<file path="config.mk">
export PLATFORM = sky130hd
export DESIGN_NAME = bitwise_oper_pipe
export DESIGN_NICKNAME = d
export VERILOG_FILES = /design/src/rtl/bitwise_oper_pipe.sv
export SDC_FILE = /design/constraint.sdc
export NUM_CORES = 1
export LEC_CHECK = 0
export ABC_CLOCK_PERIOD_IN_PS = 2400
export BUFFER_PORTS_ARGS = -buffer_cell sky130_fd_sc_hd__buf_2
export CAP_MARGIN = 30
export CORE_MARGIN = 10
export CORE_UTILIZATION = 53
export DETAILED_ROUTE_END_ITERATION = 8
export HOLD_SLACK_MARGIN = 0.02
export PLACE_DENSITY = 0.78
export SLEW_MARGIN = 10
export SYNTH_ARGS = -nofsm -noshare
export SYNTH_HDL_FRONTEND = slang
export SYNTH_SLANG_ARGS = --single-unit
</file>
<file path="constraint.sdc">
create_clock -name clk -period 2.4 [get_ports clk]
set_clock_uncertainty 0.15 [all_clocks]
set_input_delay 0.72 -clock clk [delete_from_list [all_inputs] [get_ports clk]]
set_output_delay 0.72 -clock clk [all_outputs]
set_load 0.01 [all_outputs]
</file>
<file path="src/rtl/bitwise_oper_pipe.sv">
// Registered bitwise operator (XOR/AND/OR/XNOR) with valid/ready flow control and an
// XOR-fold accumulate mode. Optional parity output enabled by BITWISE_OPER_PIPE_PARITY_EN.
module bitwise_oper_pipe #(
  parameter int WIDTH   = 4,
  parameter int ACC_LEN = 8
) (
  input  logic             clk,
  input  logic             rstn,
  input  logic             in_valid,
  output logic             in_ready,
  input  logic [WIDTH-1:0] a,
  input  logic [WIDTH-1:0] b,
  input  logic [1:0]       op,
  input  logic             acc_mode,
  output logic             out_valid,
  input  logic             out_ready,
  output logic [WIDTH-1:0] co,
`ifdef BITWISE_OPER_PIPE_PARITY_EN
  output logic             out_parity,
`endif
  output logic             out_last
);

  localparam int CNT_W = (ACC_LEN > 1) ? $clog2(ACC_LEN) : 1;

  typedef enum logic {
    IDLE = 1'b0,
    ACC  = 1'b1
  } state_e;

  state_e           state_q, state_d;
  logic [WIDTH-1:0] acc_q, acc_d;
  logic [WIDTH-1:0] co_q, co_d;
  logic [CNT_W-1:0] cnt_q, cnt_d;
  logic             out_valid_q, out_valid_d;
  logic             out_last_q, out_last_d;
  logic [WIDTH-1:0] r;
  logic             accept;

  assign in_ready = !out_valid_q || out_ready;
  assign accept   = in_valid && in_ready;

  always_comb begin
    case (op)
      2'b00:   r = a ^ b;
      2'b01:   r = a & b;
      2'b10:   r = a | b;
      default: r = ~(a ^ b);
    endcase
  end

  always_comb begin
    state_d     = state_q;
    acc_d       = acc_q;
    cnt_d       = cnt_q;
    co_d        = co_q;
    out_last_d  = out_last_q;
    // A consumed result drops valid unless a new one loads below.
    out_valid_d = out_valid_q && !out_ready;
    if (accept) begin
      if (state_q == IDLE) begin
        if (!acc_mode) begin
          co_d        = r;
          out_last_d  = 1'b1;
          out_valid_d = 1'b1;
        end else begin
          acc_d   = r;
          cnt_d   = CNT_W'(1);
          state_d = ACC;
        end
      end else if (cnt_q == CNT_W'(ACC_LEN - 1)) begin
        co_d        = acc_q ^ r;
        out_last_d  = 1'b1;
        out_valid_d = 1'b1;
        acc_d       = '0;
        cnt_d       = '0;
        state_d     = IDLE;
      end else begin
        acc_d = acc_q ^ r;
        cnt_d = cnt_q + CNT_W'(1);
      end
    end
  end

  always_ff @(posedge clk or negedge rstn) begin
    if (!rstn) begin
      state_q     <= IDLE;
      acc_q       <= '0;
      cnt_q       <= '0;
      co_q        <= '0;
      out_valid_q <= 1'b0;
      out_last_q  <= 1'b0;
    end else begin
      state_q     <= state_d;
      acc_q       <= acc_d;
      cnt_q       <= cnt_d;
      co_q        <= co_d;
      out_valid_q <= out_valid_d;
      out_last_q  <= out_last_d;
    end
  end

  assign out_valid = out_valid_q;
  assign co        = co_q;
  assign out_last  = out_last_q;

`ifdef BITWISE_OPER_PIPE_PARITY_EN
  logic parity_q;

  // co_d equals co_q when nothing loads, so parity tracks co under backpressure.
  always_ff @(posedge clk or negedge rstn) begin
    if (!rstn) begin
      parity_q <= 1'b0;
    end else begin
      parity_q <= ^co_d;
    end
  end

  assign out_parity = parity_q;
`endif

endmodule

</file>
==> results of run 1 <==
final timing paths:
path	from	to	slack [ns]	depth (start not counted)
min in group clk	out_last	out_last	0.32	1
worst max register to register	cnt_q[0]	co[0]	0.50	6
max in group asynchronous	rstn	cnt_q[1]	1.70	1
worst min-delay path	rstn	co[2]	0.16	1
worst min register to register	out_last	out_last	0.32	1
worst max-delay path	out_ready	in_ready	0.37	3
synth_stat cells (all sizes together):
master	number	area, um2
a32o	2	20.0
and2	3	18.8
nor2	5	18.8
a211oi	1	7.51
ha	10	125
nor2b	1	6.26
buf	4	26.3
a22oi	2	15.0
nor4	1	6.26
clkbuf	1	3.75
mux2	3	41.3
xnor2	3	26.3
o21ai	10	53.8
a21oi	6	37.5
nand2b	5	31.3
inv	10	37.5
o211ai	2	15.0
dfrtp	14	350
mux2i	4	52.6
o21a	2	15.0
nand2	10	37.5
nand3	2	10.0
and2b	2	17.5
nor3	1	5.00
xor2	1	8.76
o31ai	3	36.3
power breakdown:
part / leakage [uW] / total, uW / switching [uW] / internal [uW]
Combinational: 0.000396 / 518 / 272 / 246
Clock: 0.0000210 / 173 / 80.7 / 92.4
Sequential: 0.000165 / 429 / 85.0 / 344
Total: 0.000582 / 1120 / 438 / 682
registers in the layout (all words and copies together), names as in the netlist:
name	flops
out_valid	1
acc_q	4
state_q	1
out_last	1
co	4
cnt_q	3
cell usage in the layout (no fill, tap or decap), types with 4 or more instances in the layout:
master | Yosys | routed
ha_1 | 10 | 10
dfrtp_1 | 14 | 14
a21oi_1 | 4 | 4
nand2b_1 | 5 | 5
nor2_1 | 5 | 5
o21ai_0 | 5 | 5
buf_2 | 3 | 21
nand2_1 | 10 | 10
inv_1 | 10 | 10
o21ai_1 | 4 | 4
metrics by stage:
stage                     setup slack (ns)  total power [uW]  hold WS (ns)
after floorplan                      0.364               819         0.274
after global placement               0.217               931         0.296
after detailed placement             0.178               961         0.301
after CTS                            0.371              1140         0.166
after global routing                 0.324              1230         0.174
final                                0.370              1120         0.162
per-layer routing:
layer  global-route usage  vias to the layer above  wire length (um)
met3               0.0453                        4               120
met2                0.194                       15              1050
li1                     -                      415                 -
met1                0.101                      372               817
met4               0.0328                        0                12
met5                    0                        -                 0
cell families after synthesis:
logic type	share of synthesized area
AND/OR/NAND/NOR	0.148
AO/OA/AOI/OAI	0.196
buffers and inverters	0.0660
flip-flops	0.342
adder cells (fa/ha/maj)	0.122
multiplexers	0.0917
XOR/XNOR	0.0342
layout make-up:
class                   count  area [um2]
multi-input cells          79         606
fillers                   154         609
clock buffers               4        36.3
flip-flops and latches     14         350
repair buffers             22         113
well taps                  25        31.3
inverters                  10        37.5
==> impl_results.md, run 1 <==
- Outcome: finished, final reports clean
- Num CTS Buffers: 3
- Die height: 63.9 um
- MaxCap Viol Count: 0
- Die X: 63.9 um
- Critical path endpoint category: primary output
- CTS tree: done
- Seq cells post-synth: 14
- # setup viols final: 0
- Hold Path Class: input port to async pin
- Post-layout net count: 155
- Worst-Skew Late Latency: 0.28 ns
- Most common cell on crit path: buf_2
- Slew at the pin with the worst max-slew slack: 0.421 ns
- Seq/Total Area, Yosys: 0.342
- H-tree Lvls: 1
- Core occupancy in the finished layout: 0.658
- Slew Limit Fails: 0
- Total Routing Usage GR: 0.104
- Post-CTS Setup Bufs: 0
- Routed WL per cell: 13.0 um
- Power Density: 954 nW/um2
- Clk slew on worst S/H paths: 0.09 ns
- Grt total ovfl: 0
- Dpl cells: 150
- CTS Hold Bufs: 0
- Placed cell area: 1140 um2
- Worst rel slew slack: 0.718
- Fin area: 1170 um2
- CP required: 1.53 ns
- Drc violations: 0
- First-pass GRT wire length: 3560 um
- Final ANT Viol Nets: 0
- Final setup TNS: 0 ns
- CP max-delay cell: nand2b_1
- Die ar.: 4090 um2
- Port Buffer Count: 21
- WP buf/inv: 2
- FMAX: 493 MHz
- Post-CTS Resized: 0
- Area grow syn2layout: 14.7%
- CP Launch Type: input port
- DP HPWL: 1630 um
- Initial antenna violation count: 0
- Initial drt markers: 16
- WS Path Type: input port to primary output
- Crit-path cells: buf_2 > nand2b_1 > buf_2
- Mapped cell area: 1020 um2
- Core Region: 1780 um2
- Worst Path Arrival: 1.16 ns
- Starting Density: 0.574
- Top Ports: 22
- Avg Cell Area, Syn: 9.48 um2
- Pin count of the biggest net entering global routing: 15
- Layout Cells excl Fill: 154
- ANT cells: 0
- Clock root buffer: clkbuf_4
- Layout cells sized above 1: 0.279
- Syn Nets: 133
- CP max FO: 4
- YS warnings: 0
- CTS Buffer Depth: 2
- Vias in the first global route: 841
- Gpl congestion: 0.811
- Unrepaired setup endpoints after global routing: false
- Synthesized instance count: 108
- Max incr delay on CP: 0.18 ns
- Worst vdd ir: 624 uV
- CP delay by family, top: buffers and inverters
- Via count: 806
- Tcrit/Tclk final: 0.846
- Site Rows: 15
- Clk sinks: 14
- WL final: 2000 um
- Leak Pwr: 0.000582 uW
- Period minus WS final: 2.03 ns
- Yosys cell types: 33
- Hold Vio Cnt, Final: 0
- Iteration count of the initial detailed-routing pass: 4
- Drt via density: 5.23
Note: power is estimated with default switching activity, not from simulation.
==> run 2: changes to the inputs <==
- ABC_CLOCK_PERIOD_IN_PS: 2400 -> 1860
- CORE_UTILIZATION: 53 -> 48
- PLACE_DENSITY: 0.78 -> 0.75
- clock period: 2.4 -> 1.86 ns (I/O delays scaled with it)
==> impl_results.md, run 2 (synthesis gave the netlist of run 1 again) <==
- WL final: 2140 um (+6.8%)
- Leak Pwr: 0.000619 uW (+6.4%)
- Crit-path cells: buf_2 > inv_1 > ha_1 > and2b_2 > a211oi_2 > a21oi_2 > xor2_1 > o21ai_0
- Initial drt markers: 34 (+18)
- Die height: 66.2 um (+3.5%)
- Port Buffer Count: 21 (unchanged)
- Drc violations: 0 (unchanged)
- Num CTS Buffers: 3 (unchanged)
- Iteration count of the initial detailed-routing pass: 4 (unchanged)
- H-tree Lvls: 1 (unchanged)
- WP buf/inv: 2 (unchanged)
- # setup viols final: 0 (unchanged)
- Core Region: 2000 um2 (+12%)
- Filler Cell Count: 181 (+18%)
- Die X: 66.2 um (+3.5%)
- Tcrit/Tclk final: 0.925
- Area grow syn2layout: 21.9%
- Max incr delay on CP: 0.30 ns (+0.12 ns)
- Top Ports: 22 (unchanged)
- Period minus WS final: 1.72 ns
- Initial antenna violation count: 0 (unchanged)
- CTS tree: done
- Total Routing Usage GR: 0.107 (+0.00246)
- Gpl congestion: 0.778 (-4.1%)
- CP required: 1.92 ns (+0.39 ns)
- Hold_ws: 0.327 ns (+0.165 ns)
- Outcome: finished, final reports clean
- Starting Density: 0.511 (-0.0628)
- ANT cells: 0 (unchanged)
- WS Path Type: input port to flip-flop
- Worst rel slew slack: 0.784 (+0.0655)
- Power Density: 1160 nW/um2 (+22%)
- Final ANT Viol Nets: 0 (unchanged)
- CP max FO: 3 (-1)
- Hold Path Class: flip-flop to flip-flop
- Reg area: 350 um2 (unchanged)
- Core occupancy in the finished layout: 0.623 (-0.0351)
- Routed WL per cell: 13.0 um (-0.28%)
- Drt via density: 5.14 (-1.8%)
- Via count: 848 (+5.2%)
- Worst Path Arrival: 1.78 ns (+0.62 ns)
- CTS Buffer Depth: 2 (unchanged)
- Layout cells sized above 1: 0.333 (+0.0543)
- CP Launch Type: input port
- Site Rows: 16 (+1)
- Hold Vio Cnt, Final: 0 (unchanged)
- Unrepaired setup endpoints after global routing: false
- Most frequent cells in the layout: buf_2 (21), dfrtp_1 (14), inv_1 (10), nand2_1 (10), buf_4 (10)
- Post-layout net count: 165 (+6.5%)
- First-pass GRT wire length: 3790 um (+6.4%)
- Critical path endpoint category: flip-flop
- Slew at the pin with the worst max-slew slack: 0.324 ns (-0.0971 ns)
- MaxCap Viol Count: 0 (unchanged)
- Clock root buffer: clkbuf_4
- Clk sinks: 14 (unchanged)
- Post-CTS Setup Bufs: 0 (unchanged)
- CP max-delay cell: ha_1
- Total power: 1450 uW (+30%)
- Worst-Skew Late Latency: 0.28 ns (about the same)
- Die ar.: 4380 um2 (+7.1%)
- Slew Limit Fails: 0 (unchanged)
- Multi-input gate area in the final layout: 613 um2 (+1.2%)
- Vias in the first global route: 908 (+8.0%)
- Clk slew on worst S/H paths: 0.08 ns (about the same)
- DP HPWL: 1730 um (+6.1%)
- FMAX: 582 MHz
- Pin count of the biggest net entering global routing: 15 (unchanged)
- Worst vdd ir: 625 uV (+0.17%)
- CP delay by family, top: compound AO/OA/AOI/OAI gates
- Commonest non-fill, non-tap cell in the layout: buf_2
- Grt total ovfl: 0 (unchanged)
==> run 2: changes by cell type in the layout (fill, tap and decap cells not counted) <==
cell	previous run	this run
a211oi_1	1	0
a211oi_2	0	1
buf_4	1	10
clkbuf_8	1	0
dlygate4sd3_1	0	1
ha_1	10	9
ha_2	0	1
==> run 2: final cells by class <==
cell class	instances	area share
multi-input combinational	79	0.491
sequential	14	0.281
timing repair buffer	32	0.152
inverter	10	0.0301
tap	27	0.0271
clock buffer	3	0.0181
==> run 2: what timing repair did <==
item                                    4_1_cts  5_1_grt
resized for setup                             0        1
endpoints found under the hold margin        14        0
hold buffers                                  1        0
endpoints found under the setup margin        0        1
==> run 2: through the flow <==
step	std cells	setup slack, ns	TNS [ns]	instance area (um2)
floorplan	108	0.0276	0	1030
global placement	161	-0.103	-0.547	1210
detailed placement	161	-0.145	-0.870	1210
CTS	165	0.121	0	1240
global route	165	0.0226	0	1250
finish	165	0.140	0	1250
==> run 2: power by group <==
part	total (uW)	internal, uW	switching, uW
clock	174	75.2	98.6
combinational	754	360	393
sequential	525	444	80.8
total	1450	879	573
==> run 2: worst register-to-register path: cells and delay by family, from the launching register on <==
family	cells	cell delay, ns
buffers and inverters	1	0.17
flip-flops	1	0.41
AO/OA/AOI/OAI	1	0.05
AND/OR/NAND/NOR	3	0.40
adder cells (fa/ha/maj)	2	0.42
==> run 2: final timing paths <==
path	start	end	slack, ns	depth (start not counted)
min in group asynchronous	rstn	out_valid	0.56	2
max in group asynchronous	rstn	acc_q[2]	0.76	2
max reg2reg	cnt_q[0]	co[3]	0.20	7
min	out_last	out_last	0.33	1
min reg2reg	out_last	out_last	0.33	1
max	a[2]	co[2]	0.14	8
==> run 2: routing by layer <==
| metal | wire, um | up-vias | track usage |
|---|---|---|---|
| met5 | 0 | - | 0 |
| met4 | 32 | 0 | 0.0314 |
| met3 | 84 | 5 | 0.0254 |
| met2 | 1200 | 14 | 0.212 |
| met1 | 823 | 397 | 0.105 |
| li1 | - | 432 | - |
==> run 3: changes to the inputs <==
- ABC_AREA: default -> 1
- CORE_UTILIZATION: 48 -> 49
==> impl_results.md, run 3 <==
- Layout cells sized above 1: 0.209 (-0.125)
- MaxCap Viol Count: 0 (unchanged)
- Unrepaired setup endpoints after global routing: false
- Hold Vio Cnt, Final: 0 (unchanged)
- Synthesized instance count: 159 (+47%)
- CP max-delay cell: dfrtp_1
- Commonest non-fill, non-tap cell in the layout: inv_1
- WS Path Type: flip-flop to flip-flop
- Post-synth EDFFs: 0 (unchanged)
- Grt total ovfl: 0 (unchanged)
- Starting Density: 0.513 (+0.00176)
- Mapped cell area: 1130 um2 (+11%)
- Die X: 68.1 um (+2.9%)
- Count leader, synth: inv_1
- Core Region: 2210 um2 (+10%)
- Outcome: finished, final reports clean
- Iteration count of the initial detailed-routing pass: 4 (unchanged)
- Gpl congestion: 0.847 (+9.0%)
- Avg Cell Area, Syn: 7.14 um2 (-25%)
- First-pass GRT wire length: 4530 um (+19%)
- Power Density: 1070 nW/um2 (-8.1%)
- Area grow syn2layout: 13.6%
- Fin area: 1290 um2 (+3.3%)
- Placed cell area: 1260 um2 (+3.6%)
- CP Launch Type: flip-flop
- # setup viols final: 0 (unchanged)
- Clk sinks: 14 (unchanged)
- CP max FO: 8 (+5)
- CP delay by family, top: flip-flops
- Post-CTS Resized: 0 (unchanged)
- YS warnings: 0 (unchanged)
- Initial antenna violation count: 0 (unchanged)
- Clk slew on worst S/H paths: 0.08 ns (about the same)
- DP HPWL: 2160 um (+25%)
- Die height: 68.1 um (+2.9%)
- Yosys cell types: 22 (-33%)
- Post-synth top area share: 0.309 (-0.0336)
- Ys async rst share: 1.00 (unchanged)
- Hold Path Class: flip-flop to flip-flop
- Filler Cell Count: 223 (+23%)
- Core occupancy in the finished layout: 0.583 (-0.0405)
- Worst-Skew Late Latency: 0.28 ns (about the same)
- Leak Pwr: 0.000746 uW (+20%)
- WP buf/inv: 2 (unchanged)
- Top Ports: 22 (unchanged)
- Vias in the first global route: 1140 (+26%)
- Die ar.: 4640 um2 (+6.0%)
- Routed WL per cell: 12.3 um (-4.8%)
- Critical path endpoint category: flip-flop
- Syn Nets: 184 (+38%)
- H-tree Lvls: 1 (unchanged)
- Final setup TNS: 0 ns (unchanged)
- Pin count of the biggest net entering global routing: 15 (unchanged)
- Predominant post-synthesis flop cell: dfrtp_1
- Worst hold stages: 1 (unchanged)
- Seq cells post-synth: 14 (unchanged)
- Port Buffer Count: 21 (unchanged)
- Crit-path cells: ha_1 > ha_1 > inv_1 > nand2_2 > o21ai_2 > nor2_4 > inv_2 > a21oi_1 > a21oi_1
- CP required: 1.88 ns (-0.04 ns)
- Worst vdd ir: 658 uV (+5.3%)
- Total Routing Usage GR: 0.122 (+0.0155)
- Tcrit/Tclk final: 0.930 (+0.00571)
- Most frequent cells in the layout: inv_1 (36), nand3_1 (26), nand2_1 (24)
- WL final: 2590 um (+21%)
- Site Rows: 17 (+1)
- Initial drt markers: 37 (+8.8%)
- Drc violations: 0 (unchanged)
- Slew at the pin with the worst max-slew slack: 0.430 ns (+0.106 ns)
- Synth area leaders: dfrtp_1 (31%), inv_1 (12%), nand3_1 (11%)
- Seq/Total Area, Yosys: 0.309 (-0.0336)
- Largest area contributor in the synthesized netlist: dfrtp_1
- CTS Buffer Depth: 2 (unchanged)
- ANT cells: 0 (unchanged)
- Num CTS Buffers: 3 (unchanged)
- Drt via density: 5.31 (+3.4%)
- Crit path depth: 9 (+1)
- Post-layout net count: 209 (+27%)
- CTS tree: done
- Worst Path Arrival: 1.75 ns (-0.03 ns)
- Worst reg2reg path depth: 9 (+2)
- Max incr delay on CP: 0.38 ns (+0.08 ns)
- Via count: 1116 (+32%)
- FMAX: 578 MHz (-0.61%)
- Period minus WS final: 1.73 ns (+0.0106 ns)
- Post-synth top cells: inv_1 (36), nand3_1 (26), nand2_1 (24)
- Worst rel slew slack: 0.713 (-0.0707)
- Clock root buffer: clkbuf_4
- Final ANT Viol Nets: 0 (unchanged)
- Slew Limit Fails: 0 (unchanged)
[run 3: cell count changes in the layout (fill, tap and decap cells not counted), moves of 3 or more]
cell and change:
a21oi_1 +10, and2_1 -3, buf_4 -9, inv_1 +26, mux2i_1 -3, nand2_1 +14, nand2b_1 -5, nand3_1 +24
nand3_2 +3, nand4_1 +6, o21ai_1 -4, xnor2_1 -3
[run 3: timing repair]
item                                   in CTS  in global routing
endpoints found under the hold margin       7                  0
hold buffers                                1                  0
buffers inserted                            0                  0
[run 3: final timing paths]
kind	endpoint	from	slack [ns]
max	co[1]	cnt_q[0]	0.13
min	out_last	out_last	0.32
max reg2reg	co[1]	cnt_q[0]	0.13
min reg2reg	out_last	out_last	0.32
max in group asynchronous	acc_q[3]	rstn	0.77
min in group asynchronous	co[2]	rstn	0.54
[run 3: kinds of logic after synthesis]
logic type                 after synthesis  synth area share
AOI/OAI and AO/OA                       24             0.122
adders and majority gates               10             0.110
buffers and inverters                   41             0.149
DFF                                     14             0.309
and+or+nand+nor                         70             0.310
[run 3: routing by layer]
layer,vias up,GRT usage,share of wire
li1,562,-,-
met1,523,0.121,0.41
met2,26,0.238,0.53
met3,5,0.0424,0.049
met4,0,0.0251,0.0069
met5,-,0,0
[run 3: power breakdown]
part           leakage [uW]  total [uW]  internal (uW)  switching, uW
Sequential         0.000157         538            438           99.4
Clock             0.0000138         169           75.2           94.2
Combinational      0.000575         671            267            404
Total              0.000746        1380            780            598
[run 3: final cells by class]
| cell class | count | area, um2 | area share |
|---|---|---|---|
| clock buffers | 3 | 22.5 | 0.0175 |
| well taps | 28 | 35.0 | 0.0272 |
| multi-input cells | 104 | 616 | 0.478 |
| flip-flops and latches | 14 | 350 | 0.272 |
| inverters | 38 | 143 | 0.111 |
| repair buffers | 23 | 123 | 0.0951 |
[run 3: metrics by stage]
stage,total power [uW],worst slack (ns),instances,hold WS [ns]
after floorplan,1020,0.296,159,0.112
after global placement,1180,0.111,206,0.297
after detailed placement,1220,0.0515,206,0.301
after CTS,1390,0.150,210,0.320
after global routing,1520,0.0377,210,0.352
final,1380,0.130,210,0.324
